--- config.mk ---
export PLATFORM = sky130hd
export DESIGN_NAME = wb_master_arbiter_flat
export DESIGN_NICKNAME = d
export VERILOG_FILES = /design/src/rtl/wb_master_arbiter_pkg.sv /design/src/rtl/wb_master_arbiter_if.sv /design/src/rtl/wb_master_arbiter_rr_picker.sv /design/src/rtl/wb_master_arbiter.sv /design/src/flat_wrapper.sv
export SDC_FILE = /design/constraint.sdc
export NUM_CORES = 1
export LEC_CHECK = 0
export ABC_AREA = 1
export BUFFER_PORTS_ARGS = -buffer_cell sky130_fd_sc_hd__buf_2
export CORE_AREA = 10 10 114 116
export DETAILED_ROUTE_END_ITERATION = 16
export DIE_AREA = 0 0 124 126
export PLACE_DENSITY = 0.64
export SYNTH_ARGS = -nofsm -noshare
export SYNTH_HDL_FRONTEND = slang
export SYNTH_SLANG_ARGS = --single-unit
--- constraint.sdc ---
create_clock -name clk -period 1.7 [get_ports clk]
set_input_delay 0.17 -clock clk [delete_from_list [all_inputs] [get_ports clk]]
set_output_delay 0.17 -clock clk [all_outputs]
set_load 0.05 [all_outputs]
--- src/rtl/wb_master_arbiter_pkg.sv ---
// wb_arb_pkg: Wishbone widths, timeout fill pattern and arbiter FSM encoding.
package wb_arb_pkg;
   localparam int WB_ADR_W = 32;
   localparam int WB_DAT_W = 32;
   localparam int WB_SEL_W = 4;
   localparam logic [WB_DAT_W-1:0] TIMEOUT_FILL = 32'hDEAD_BEEF;
   typedef enum logic {IDLE, OWNED} state_t;
endpackage

--- src/rtl/wb_master_arbiter_if.sv ---
// wb_master_arbiter_if: per-master Wishbone requests, the shared slave-side port and arbiter status.
interface wb_master_arbiter_if
   import wb_arb_pkg::*;
#(
   parameter int NUM_MASTERS = 2
);
   logic [NUM_MASTERS-1:0]          m_cyc_i, m_stb_i, m_we_i, m_ack_o, grant_o;
   logic [NUM_MASTERS*WB_ADR_W-1:0] m_adr_i;
   logic [NUM_MASTERS*WB_DAT_W-1:0] m_dat_i, m_dat_o;
   logic [NUM_MASTERS*WB_SEL_W-1:0] m_sel_i;
   logic                            s_cyc_o, s_stb_o, s_we_o, s_ack_i, timeout_o;
   logic [WB_ADR_W-1:0]             s_adr_o;
   logic [WB_DAT_W-1:0]             s_dat_o, s_dat_i;
   logic [WB_SEL_W-1:0]             s_sel_o;
   modport master (
      input  m_cyc_i, m_stb_i, m_we_i, m_adr_i, m_dat_i, m_sel_i, s_ack_i, s_dat_i,
      output m_ack_o, m_dat_o, s_cyc_o, s_stb_o, s_we_o, s_adr_o, s_dat_o, s_sel_o, grant_o, timeout_o
   );
   modport slave (
      output m_cyc_i, m_stb_i, m_we_i, m_adr_i, m_dat_i, m_sel_i, s_ack_i, s_dat_i,
      input  m_ack_o, m_dat_o, s_cyc_o, s_stb_o, s_we_o, s_adr_o, s_dat_o, s_sel_o, grant_o, timeout_o
   );
endinterface

--- src/rtl/wb_master_arbiter_rr_picker.sv ---
// wb_rr_picker: picks the first request after ptr, wrapping modulo N; one-hot grant plus valid.
module wb_rr_picker #(
   parameter int N = 2,
   localparam int W = $clog2(N)
) (
   input  logic [N-1:0] req,
   input  logic [W-1:0] ptr,
   output logic [N-1:0] gnt,
   output logic         valid
);
   logic [W-1:0] k;
   // scan farthest-first so the nearest requester after ptr overwrites last
   always_comb begin
      gnt = '0;
      k = '0;
      for (int i = N; i >= 1; i--) begin
         k = W'((int'(ptr) + i) % N);
         if (req[k]) gnt = N'(1) << k;
      end
   end
   assign valid = |req;
endmodule

--- src/rtl/wb_master_arbiter.sv ---
// wb_master_arbiter: round-robin sharing of one Wishbone master port among NUM_MASTERS masters.
// Define WB_ARB_TIMEOUT_EN to force-terminate cycles left unacked for TIMEOUT_CYCLES stall cycles.
module wb_master_arbiter
   import wb_arb_pkg::*;
#(
   parameter int NUM_MASTERS    = 2,
   parameter int TIMEOUT_CYCLES = 256
) (
   input logic                 clk,
   input logic                 rst,
   wb_master_arbiter_if.master bus
);
   localparam int PW = $clog2(NUM_MASTERS);
   state_t                 state, state_n;
   logic [NUM_MASTERS-1:0] grant, grant_n, pick;
   logic [PW-1:0]          ptr, ptr_n, own;
   logic                   pick_valid, own_cyc, own_stb, tmo;
   wb_rr_picker #(.N(NUM_MASTERS)) u_picker (
      .req(bus.m_cyc_i), .ptr(ptr), .gnt(pick), .valid(pick_valid)
   );
   // grant is all-zero while idle, so the mux naturally parks the slave side at zero
   always_comb begin
      own = '0;
      own_cyc = 1'b0;
      own_stb = 1'b0;
      bus.s_we_o = 1'b0;
      bus.s_adr_o = '0;
      bus.s_dat_o = '0;
      bus.s_sel_o = '0;
      for (int k = 0; k < NUM_MASTERS; k++)
         if (grant[k]) begin
            own = PW'(k);
            own_cyc = bus.m_cyc_i[k];
            own_stb = bus.m_stb_i[k];
            bus.s_we_o = bus.m_we_i[k];
            bus.s_adr_o = bus.m_adr_i[WB_ADR_W*k +: WB_ADR_W];
            bus.s_dat_o = bus.m_dat_i[WB_DAT_W*k +: WB_DAT_W];
            bus.s_sel_o = bus.m_sel_i[WB_SEL_W*k +: WB_SEL_W];
         end
   end
`ifdef WB_ARB_TIMEOUT_EN
   localparam int CW = $clog2(TIMEOUT_CYCLES) + 1;
   logic [CW-1:0] cnt;
   logic          stall;
   assign stall = own_cyc && own_stb && !bus.s_ack_i;
   assign tmo = stall && cnt == CW'(TIMEOUT_CYCLES - 1);
   always_ff @(posedge clk or posedge rst)
      if (rst) cnt <= '0;
      else cnt <= (stall && !tmo) ? cnt + CW'(1) : '0;
`else
   assign tmo = 1'b0;
`endif
   always_comb begin
      bus.m_ack_o = '0;
      bus.m_dat_o = '0;
      for (int k = 0; k < NUM_MASTERS; k++) begin
         bus.m_ack_o[k] = grant[k] && (bus.s_ack_i || tmo);
         bus.m_dat_o[WB_DAT_W*k +: WB_DAT_W] = grant[k] ? (tmo ? TIMEOUT_FILL : bus.s_dat_i) : '0;
      end
   end
   assign bus.s_cyc_o = own_cyc && !tmo;
   assign bus.s_stb_o = own_stb && !tmo;
   assign bus.grant_o = grant;
   assign bus.timeout_o = tmo;
   always_ff @(posedge clk or posedge rst)
      if (rst) begin
         state <= IDLE;
         grant <= '0;
         ptr <= PW'(NUM_MASTERS - 1);
      end else begin
         state <= state_n;
         grant <= grant_n;
         ptr <= ptr_n;
      end
   always_comb begin
      state_n = state;
      grant_n = grant;
      ptr_n = ptr;
      if (state == IDLE && pick_valid) begin
         state_n = OWNED;
         grant_n = pick;
      end else if (state == OWNED && (!own_cyc || tmo)) begin
         state_n = IDLE;
         grant_n = '0;
         ptr_n = own;
      end
   end
endmodule

--- src/flat_wrapper.sv ---
// flat-port wrapper written by rule: the top's interface ports become plain ports
module wb_master_arbiter_flat import wb_arb_pkg::*;
#(
   parameter int NUM_MASTERS    = 2,
   parameter int TIMEOUT_CYCLES = 256
)
  (clk, rst, bus_m_cyc_i, bus_m_stb_i, bus_m_we_i, bus_m_adr_i, bus_m_dat_i, bus_m_sel_i, bus_s_ack_i, bus_s_dat_i, bus_m_ack_o, bus_m_dat_o, bus_s_cyc_o, bus_s_stb_o, bus_s_we_o, bus_s_adr_o, bus_s_dat_o, bus_s_sel_o, bus_grant_o, bus_timeout_o);
  wb_master_arbiter_if #(.NUM_MASTERS(NUM_MASTERS)) bus_i ();
  input logic clk;
  input logic rst;
  input wire logic [$bits(bus_i.m_cyc_i)-1:0] bus_m_cyc_i;
  input wire logic [$bits(bus_i.m_stb_i)-1:0] bus_m_stb_i;
  input wire logic [$bits(bus_i.m_we_i)-1:0] bus_m_we_i;
  input wire logic [$bits(bus_i.m_adr_i)-1:0] bus_m_adr_i;
  input wire logic [$bits(bus_i.m_dat_i)-1:0] bus_m_dat_i;
  input wire logic [$bits(bus_i.m_sel_i)-1:0] bus_m_sel_i;
  input wire logic [$bits(bus_i.s_ack_i)-1:0] bus_s_ack_i;
  input wire logic [$bits(bus_i.s_dat_i)-1:0] bus_s_dat_i;
  output wire logic [$bits(bus_i.m_ack_o)-1:0] bus_m_ack_o;
  output wire logic [$bits(bus_i.m_dat_o)-1:0] bus_m_dat_o;
  output wire logic [$bits(bus_i.s_cyc_o)-1:0] bus_s_cyc_o;
  output wire logic [$bits(bus_i.s_stb_o)-1:0] bus_s_stb_o;
  output wire logic [$bits(bus_i.s_we_o)-1:0] bus_s_we_o;
  output wire logic [$bits(bus_i.s_adr_o)-1:0] bus_s_adr_o;
  output wire logic [$bits(bus_i.s_dat_o)-1:0] bus_s_dat_o;
  output wire logic [$bits(bus_i.s_sel_o)-1:0] bus_s_sel_o;
  output wire logic [$bits(bus_i.grant_o)-1:0] bus_grant_o;
  output wire logic [$bits(bus_i.timeout_o)-1:0] bus_timeout_o;
  assign bus_i.m_cyc_i = bus_m_cyc_i;
  assign bus_i.m_stb_i = bus_m_stb_i;
  assign bus_i.m_we_i = bus_m_we_i;
  assign bus_i.m_adr_i = bus_m_adr_i;
  assign bus_i.m_dat_i = bus_m_dat_i;
  assign bus_i.m_sel_i = bus_m_sel_i;
  assign bus_i.s_ack_i = bus_s_ack_i;
  assign bus_i.s_dat_i = bus_s_dat_i;
  assign bus_m_ack_o = bus_i.m_ack_o;
  assign bus_m_dat_o = bus_i.m_dat_o;
  assign bus_s_cyc_o = bus_i.s_cyc_o;
  assign bus_s_stb_o = bus_i.s_stb_o;
  assign bus_s_we_o = bus_i.s_we_o;
  assign bus_s_adr_o = bus_i.s_adr_o;
  assign bus_s_dat_o = bus_i.s_dat_o;
  assign bus_s_sel_o = bus_i.s_sel_o;
  assign bus_grant_o = bus_i.grant_o;
  assign bus_timeout_o = bus_i.timeout_o;
  wb_master_arbiter #(.NUM_MASTERS(NUM_MASTERS), .TIMEOUT_CYCLES(TIMEOUT_CYCLES)) u_core (.clk(clk), .rst(rst), .bus(bus_i));
endmodule
Word level (Yosys, flattened, before mapping)

Cells that the tools add are included.

Register bits: 4
Input port bits: 177
Logic and storage cells: 44
Output and inout port bits: 140

Add/subtract/negate cells: 2
Muxes and demuxes: 25
Bitwise gates (word level): 2
Reduce and logical (&&, ||, !) cells: 8
Shift-type cells: 2
Order comparisons: 2

Operators by type and width:

| operator                                                             | number |
|---|---|
| 32-bit 2-to-1 mux                                                    | 6 |
| 1-bit 2-to-1 mux                                                     | 13 |
| 2-bit 2-to-1 mux                                                     | 4 |
| 4-bit 2-to-1 mux                                                     | 2 |
| 1-bit logical AND                                                    | 4 |
| 1-bit by 2-bit < comparator with 1-bit output, second input constant | 2 |
| 1-bit by 1-bit << shifter with 2-bit output, first input constant    | 2 |
| 1-bit adder, second input constant                                   | 2 |
| 1-bit NOT                                                            | 2 |
| 2-bit AND reduction                                                  | 1 |
| 2-bit nonzero test                                                   | 1 |
| 2-bit OR reduction                                                   | 1 |
| 1-bit logical NOT                                                    | 1 |

Depth between registers and ports, before layout

Gate-level depths: netlist of run 1.

Depth after elaboration: 6
Gate-level depth with buffers: 6
Mapped depth without buffers: 5

Hierarchy

From an unflattened synthesis of run 1, not the netlist that was laid out.

Cell total of the unflattened synthesis: 404
Area total of the unflattened synthesis: 1860.5 um^2

Modules (own cells, without submodules):

| module            | area an instance (um^2) | instances | cells an instance |
|---|---|---|---|
| wb_master_arbiter | 1834.3                  | 1         | 398 |
| wb_rr_picker      | 26.3                    | 1         | 6 |

Worst setup path after synthesis of run 1

Ideal clock, no wire load.

Path kind: flip-flop to output port
From: register u_core.grant[0], in the netlist u_core.bus.grant_o[0]
To: output port bus_s_adr_o[11]
Arrival time: 1.492 ns
Buffers on the path: 3
Path slack: 0.038 ns
Stages on the path, launching flop included: 6
Cell sequence: dfrtp_1 -> buf_4 -> buf_6 -> buf_6 -> nand3_1 -> nand2_1

Longest elaborated chain between the ends: 2

Ends and longest elaborated chain:

| what                           | RTL line                | source |
|---|---|---|
| start: declaration             | wb_master_arbiter.sv:15 | `logic [NUM_MASTERS-1:0] grant, grant_n, pick;` |
| start signal: assignment       | wb_master_arbiter.sv:72 | `grant <= grant_n;` |
| 32-bit 2-to-1 mux (2 in a row) | wb_master_arbiter.sv:31 | `if (grant[k]) begin` |
| end: declaration               | flat_wrapper.sv:24      | `output wire logic [$bits(bus_i.s_adr_o)-1:0] bus_s_adr_o;` |

Every way passes these cells.

Worst setup path in the final report of run 1

From: register u_core.grant[1], in the netlist u_core.bus.grant_o[1]
To: output port bus_s_adr_o[31]

Longest elaborated chain between the ends: 1

Ends and longest elaborated chain:

| what              | RTL line |
|---|---|
| 32-bit 2-to-1 mux | wb_master_arbiter.sv:31 |

Every way passes these cells.

==> results.sh, run 1 <==
export IMPL_synth_top_area_share_pct=43.8
export IMPL_clkLatencyLatePin_ns=0.22
export IMPL_p_per_area_nw_per_um2=2240
export IMPL_syn_area_per_cell_um2=4.59
export IMPL_coreArea_um2=10700
export IMPL_vias=3422
export IMPL_finalCriticalPeriod_ns=1.66
export IMPL_grt_total_usage_pct=13.5
export IMPL_fmax_ghz=0.604
export IMPL_port_buffers=315
export IMPL_cp_start_kind="flip-flop"
export IMPL_drc_errors=0
export IMPL_status="finished clean"
export IMPL_syn_inst=405
export IMPL_p_switching_mw=6.06
export IMPL_cap_violations=0
export IMPL_place_gp_congestion=0.819
export IMPL_worstPathArrival_ns=1.49
export IMPL_synth_top_cells_by_count="217 x nand2_1, 71 x nand3_1, 70 x inv_1"
export IMPL_required_ns=1.53
export IMPL_die_x_um=124
export IMPL_grt_pass1_vias=3408
export IMPL_die_h_um=126
export IMPL_initial_core_util_pct=17.4
export IMPL_slew_viol_final=0
export IMPL_yosysUniqueCellTypes=14
export IMPL_place_hpwl_um=10700
export IMPL_cts_path_max_buffers=2
export IMPL_root_buffer="clkbuf_8"
export IMPL_fillers=1224
export IMPL_grt_first_pass_wirelength_um=17300
export IMPL_combPwrFrac_pct=94.4
export IMPL_p_seq_share_pct=3.1
export IMPL_p_clk_share_pct=2.6
export IMPL_num_rows=38
export IMPL_setup_viol=0
export IMPL_worst_clock_skew_ns=0.00124
export IMPL_syn_to_final_growth_pct=100
export IMPL_p_int_mw=2.26
export IMPL_finalNetCount=881
export IMPL_ir_drop_v=0.00111
export IMPL_drive_gt1_share_pct=47.7
export IMPL_critPathMaxFanout=31
export IMPL_first_iter_violations=120
export IMPL_yosysTopAreaCell="nand2_1"
export IMPL_clkTransAtPathRegs_ns=0.03
export IMPL_syn_cell_area_um2=1860
export IMPL_antenna_left=0
export IMPL_routed_wl_um=12200
export IMPL_viasPerCell=4.06
export IMPL_grt_antenna_before_repair=0
export IMPL_synth_most_common_cell="nand2_1"
export IMPL_synth_fp_nets=582
export IMPL_swShare_pct=72.8
export IMPL_grt_overflow=0
export IMPL_clock_sinks=4
export IMPL_ys_warn_count=0
export IMPL_cts_tree="done"
export IMPL_die_area_um2=15600
export IMPL_hold_path_class="in2reg"
export IMPL_seq_area_frac_synth_pct=5.45
export IMPL_io_pins=317
export IMPL_synth_edff_count=0
export IMPL_tns_ns=0
export IMPL_hold_viol=0
export IMPL_numCtsBuffers=3
export IMPL_grt_max_degree=46
export IMPL_synth_area_top_cells="nand2_1 44%, nand3_1 19%, inv_1 14%"
export IMPL_async_reset_ff_share_pct=100
export IMPL_wl_per_cell_um=14.5
export IMPL_antennaDiodeCount=0
export IMPL_dr_pass1_iters=4
export IMPL_p_leak_nw=2.88
export IMPL_criticalPathCategory="reg2out"
export IMPL_synth_flop_cell="dfrtp_1"
export IMPL_h_tree_depth=1
export IMPL_synth_seq_cells=4
export IMPL_period_share_pct=97.5
export IMPL_finalPower_mw=8.32
export IMPL_endpoint_kind="output port"
[layout by cell type, fill, tap and decap left out]
cell           synthesis  final
buf_12                 0      8
buf_2                 10    267
buf_4                 11     12
buf_6                 12      3
clkbuf_1               0      1
clkbuf_4               0     36
clkbuf_8               0      3
conb_1                 1      1
dfrtp_1                3      1
dfrtp_4                0      2
dfstp_2                1      1
dlygate4sd3_1          0      1
inv_1                 70     70
inv_6                  0      1
nand2_1              217    217
nand3_1               71     71
nand3_2                2      2
nand4_1                1      1
nor2_1                 4      4
o21ai_0                1      1
[final timing paths]
kind / startpoint / cells after the start / slack [ns] / end
hold reg to reg: u_core.ptr / 2 / 0.47 / u_core.ptr
min in group asynchronous: rst / 3 / 0.38 / u_core.bus.grant_o[0]
max in group asynchronous: rst / 3 / 1.09 / u_core.ptr
setup / recovery: u_core.bus.grant_o[1] / 5 / 0.04 / bus_s_adr_o[31]
setup reg to reg: u_core.bus.grant_o[1] / 6 / 0.49 / u_core.bus.grant_o[0]
hold / removal: bus_m_cyc_i[1] / 3 / 0.26 / u_core.state
[kinds of logic (layout without fill, tap and decap cells)]
logic type / count (synthesis) / after routing / share of synthesized area [%]
AND/OR/NAND/NOR: 295 / 295 / 65.2
buffers and inverters: 104 / 402 / 28.9
flip-flops: 4 / 4 / 5.45
other: 1 / 1 / 0.202
AO/OA/AOI/OAI: 1 / 1 / 0.269
[state kept, by name, indices dropped and copies added, names as in the netlist]
register	cells
u_core.bus.grant_o	2
u_core.ptr	1
u_core.state	1
[metrics by stage]
step	cells	area, um^2	worst slack [ns]	util (%)	hold WS (ns)
CTS	843	3610	0.000200	33.7	0.257
floorplan	405	1860	0.0383	-	-0.0646
global placement	838	3540	0.208	33.1	0.0627
global route	843	3720	-0.0116	34.8	0.299
finish	843	3720	0.0432	34.8	0.264
detailed placement	838	3540	0.216	33.1	0.0618
[final cells by class]
cell class	instances	area (um^2)	share of cell area [%]
Clock buffer	4	45.0	1.21
Timing Repair Buffer	327	1900	51.1
Inverter	71	272	7.30
Tap cell	140	175	4.71
Sequential cell	4	109	2.93
Multi-Input combinational cell	297	1220	32.8
[what timing repair did]
item,CTS,global route
setup endpoints to repair,4,59
gates resized for setup,4,48
setup buffers,0,0
hold buffers,1,0
hold endpoints to repair,3,0
[layer usage]
layer,share of wire (%),wire length [um],up-vias,GRT usage (%)
met2,49,5990,207,24.9
met5,0,0,-,0
li1,-,-,1781,-
met1,33,4020,1427,12.9
met3,17,2090,7,7.15
met4,0.75,91,0,2.51
[power by group through the flow]
stage                     Clock, mW  Combinational [mW]  Sequential (mW)
final                         0.214                7.85            0.254
after CTS                     0.221                7.73            0.249
after global placement            0                7.69            0.246
after floorplan                   0                5.93            0.212
after global routing          0.230                8.35            0.269
after detailed placement          0                7.69            0.249
[critical path: stages (launching register included)]
cell	delay, ns
dfrtp_4	0.52
inv_6	0.13
buf_12	0.19
nand3_1	0.12
nand2_1	0.09
buf_4	0.20
Power figures use the tool's default switching activity.
==> run 2: changes to the inputs <==
- PLACE_DENSITY: 0.64 -> 0.66
- clock period: 1.7 -> 1.5 ns (I/O delays scaled with it)
==> run 2 against run 1 <==
The run now ends with setup timing left. Setup slack worse by 0.075 ns. Clock-buffer cell count is the same. First-iteration DRC count increased by 18%. Power increased by 37%. Routed wire length grew 14%. Global-route usage is 1.2 points higher. Clock power up 10%. Register-to-register slack got worse by 0.35 ns. Die area stayed put. Critical path type unchanged. Critical endpoint is now bus_s_adr_o[19].
==> results.sh, run 2 (synthesized netlist as in run 1, its figures left out) <==
export IMPL_ir_drop_v=0.00113
export IMPL_path_delay_family="flip-flops"
export IMPL_hold_viol=0
export IMPL_hold_path_class="in2reg"
export IMPL_root_buffer="clkbuf_8"
export IMPL_wl_per_cell_um=16.4
export IMPL_multi_input_area_um2=1350
export IMPL_finalNetCount=884
export IMPL_die_area_um2=15600
export IMPL_h_tree_depth=1
export IMPL_antennaDiodeCount=0
export IMPL_worst_clock_skew_ns=0.00252
export IMPL_antenna_left=0
export IMPL_coreArea_um2=10700
export IMPL_fmax_ghz=0.653
export IMPL_initial_core_util_pct=17.4
export IMPL_viasPerCell=4.20
export IMPL_final_cells=846
export IMPL_grt_overflow=0
export IMPL_die_h_um=126
export IMPL_p_per_area_nw_per_um2=2500
export IMPL_io_pins=317
export IMPL_largest_reg_flops=2
export IMPL_mostFrequentLayoutCell="nand2_1"
export IMPL_final_cell_mix="185 x nand2_1, 181 x buf_2, 69 x inv_1, 63 x nand3_1, 50 x buf_6"
export IMPL_grt_max_degree=48
export IMPL_cts_setup_buffers=0
export IMPL_grt_first_pass_wirelength_um=18800
export IMPL_vias=3551
export IMPL_cts_tree="done"
export IMPL_grt_pass1_vias=3490
export IMPL_slew_viol_final=0
export IMPL_num_rows=38
export IMPL_p_leak_nw=3.06
export IMPL_drc_errors=0
export IMPL_drive_gt1_share_pct=53.7
export IMPL_endpoint_kind="output port"
export IMPL_grt_antenna_before_repair=0
export IMPL_cap_violations=0
export IMPL_required_ns=1.35
export IMPL_dr_pass1_iters=6
export IMPL_first_iter_violations=141
export IMPL_syn_to_final_growth_pct=145
export IMPL_status="finished with violations"
export IMPL_routed_wl_um=13900
export IMPL_crit_chain="clkinv_8 -> clkbuf_16 -> nand3_1 -> nand2_2 -> buf_6"
export IMPL_die_x_um=124
export IMPL_fillers=1127
export IMPL_crit_buf_inv=3
export IMPL_slowest_delay_ns=0.53
export IMPL_placedCellCount=838
export IMPL_criticalPathCategory="reg2out"
export IMPL_period_share_pct=102
export IMPL_worstPathArrival_ns=1.38
export IMPL_utilization_pct=42.6
export IMPL_cp_start_kind="flip-flop"
export IMPL_violations="setup timing"
export IMPL_cts_path_max_buffers=2
export IMPL_clkTransAtPathRegs_ns=0.03
export IMPL_setup_viol=14
export IMPL_clkLatencyLatePin_ns=0.21
export IMPL_critPathSlowestCell="dfrtp_4"
export IMPL_place_hpwl_um=11100
export IMPL_grt_total_usage_pct=14.7
export IMPL_seq_area_um2=109
export IMPL_critPathMaxFanout=11
export IMPL_place_gp_congestion=0.828
export IMPL_rsz0062_at_grt="yes"
export IMPL_port_buffers=315
export IMPL_clock_sinks=4
export IMPL_numCtsBuffers=3
export IMPL_finalCriticalPeriod_ns=1.53
export IMPL_setup_slack_ns=-0.0320
## run 2: changes by cell type in the layout (fill, tap and decap cells not counted), moves of 8 or more
cell | before | now
nand2_1 | 217 | 185
buf_2 | 267 | 181
buf_4 | 12 | 35
clkbuf_4 | 36 | 21
nand3_1 | 71 | 63
buf_6 | 3 | 50
nand2_2 | 0 | 31
buf_8 | 0 | 31
## run 2: power by group
group / internal (mW) / switching (mW)
registers: 0.183 / 0.109
logic: 3.62 / 7.25
clock network: 0.181 / 0.0550
total: 3.98 / 7.42
## run 2: worst register-to-register path, cell delays in order, from the launching register on
cell	delay, ns
dfrtp_4	0.53
buf_12	0.20
nand2_1	0.15
buf_4	0.14
nand3_2	0.09
nand2_1	0.08
nand2_1	0.05
## run 2: final timing paths
path / end / slack [ns] / start / cells past startpoint
max: bus_s_adr_o[19] / -0.03 / u_core.bus.grant_o[1] / 5
min: u_core.bus.grant_o[1] / 0.27 / bus_m_cyc_i[1] / 3
max reg2reg: u_core.bus.grant_o[1] / 0.14 / u_core.bus.grant_o[1] / 6
min reg2reg: u_core.ptr / 0.46 / u_core.ptr / 2
max in group asynchronous: u_core.ptr / 0.89 / rst / 3
min in group asynchronous: u_core.bus.grant_o[0] / 0.37 / rst / 3
## run 2: cell type report
type | instances | share of cell area [%]
tap | 140 | 3.84
inverter | 71 | 6.12
clock buffer | 4 | 0.988
sequential | 4 | 2.39
timing repair buffer | 330 | 57.0
multi-input combinational | 297 | 29.7
## run 2: timing repair
action,4_1_cts,5_1_grt
setup endpoints to repair,70,135
hold buffers,1,0
endpoints found under the hold margin,3,0
gates cloned,0,3
resized for setup,152,154
## run 2: stage by stage
step | area (um^2) | hold slack (ns) | worst slack, ns | TNS [ns] | power, mW
floorplan | 1930 | -0.0847 | 0.0333 | 0 | 7.08
global placement | 3600 | 0.0446 | 0.0669 | 0 | 9.10
detailed placement | 3600 | 0.0456 | 0.0624 | 0 | 9.11
CTS | 4140 | 0.268 | -0.0389 | -0.539 | 10.6
global route | 4560 | 0.284 | -0.0927 | -3.64 | 12.0
finish | 4560 | 0.266 | -0.0320 | -0.143 | 11.4
## run 2: metal layers
layer | routed length, um | global-route usage [%] | up-vias | part of all wire, %
li1 | - | - | 1791 | -
met1 | 4390 | 13.9 | 1533 | 32
met2 | 7170 | 28.1 | 217 | 52
met3 | 2200 | 7.51 | 10 | 16
met4 | 121 | 1.69 | 0 | 0.87
met5 | 0 | 0 | - | 0
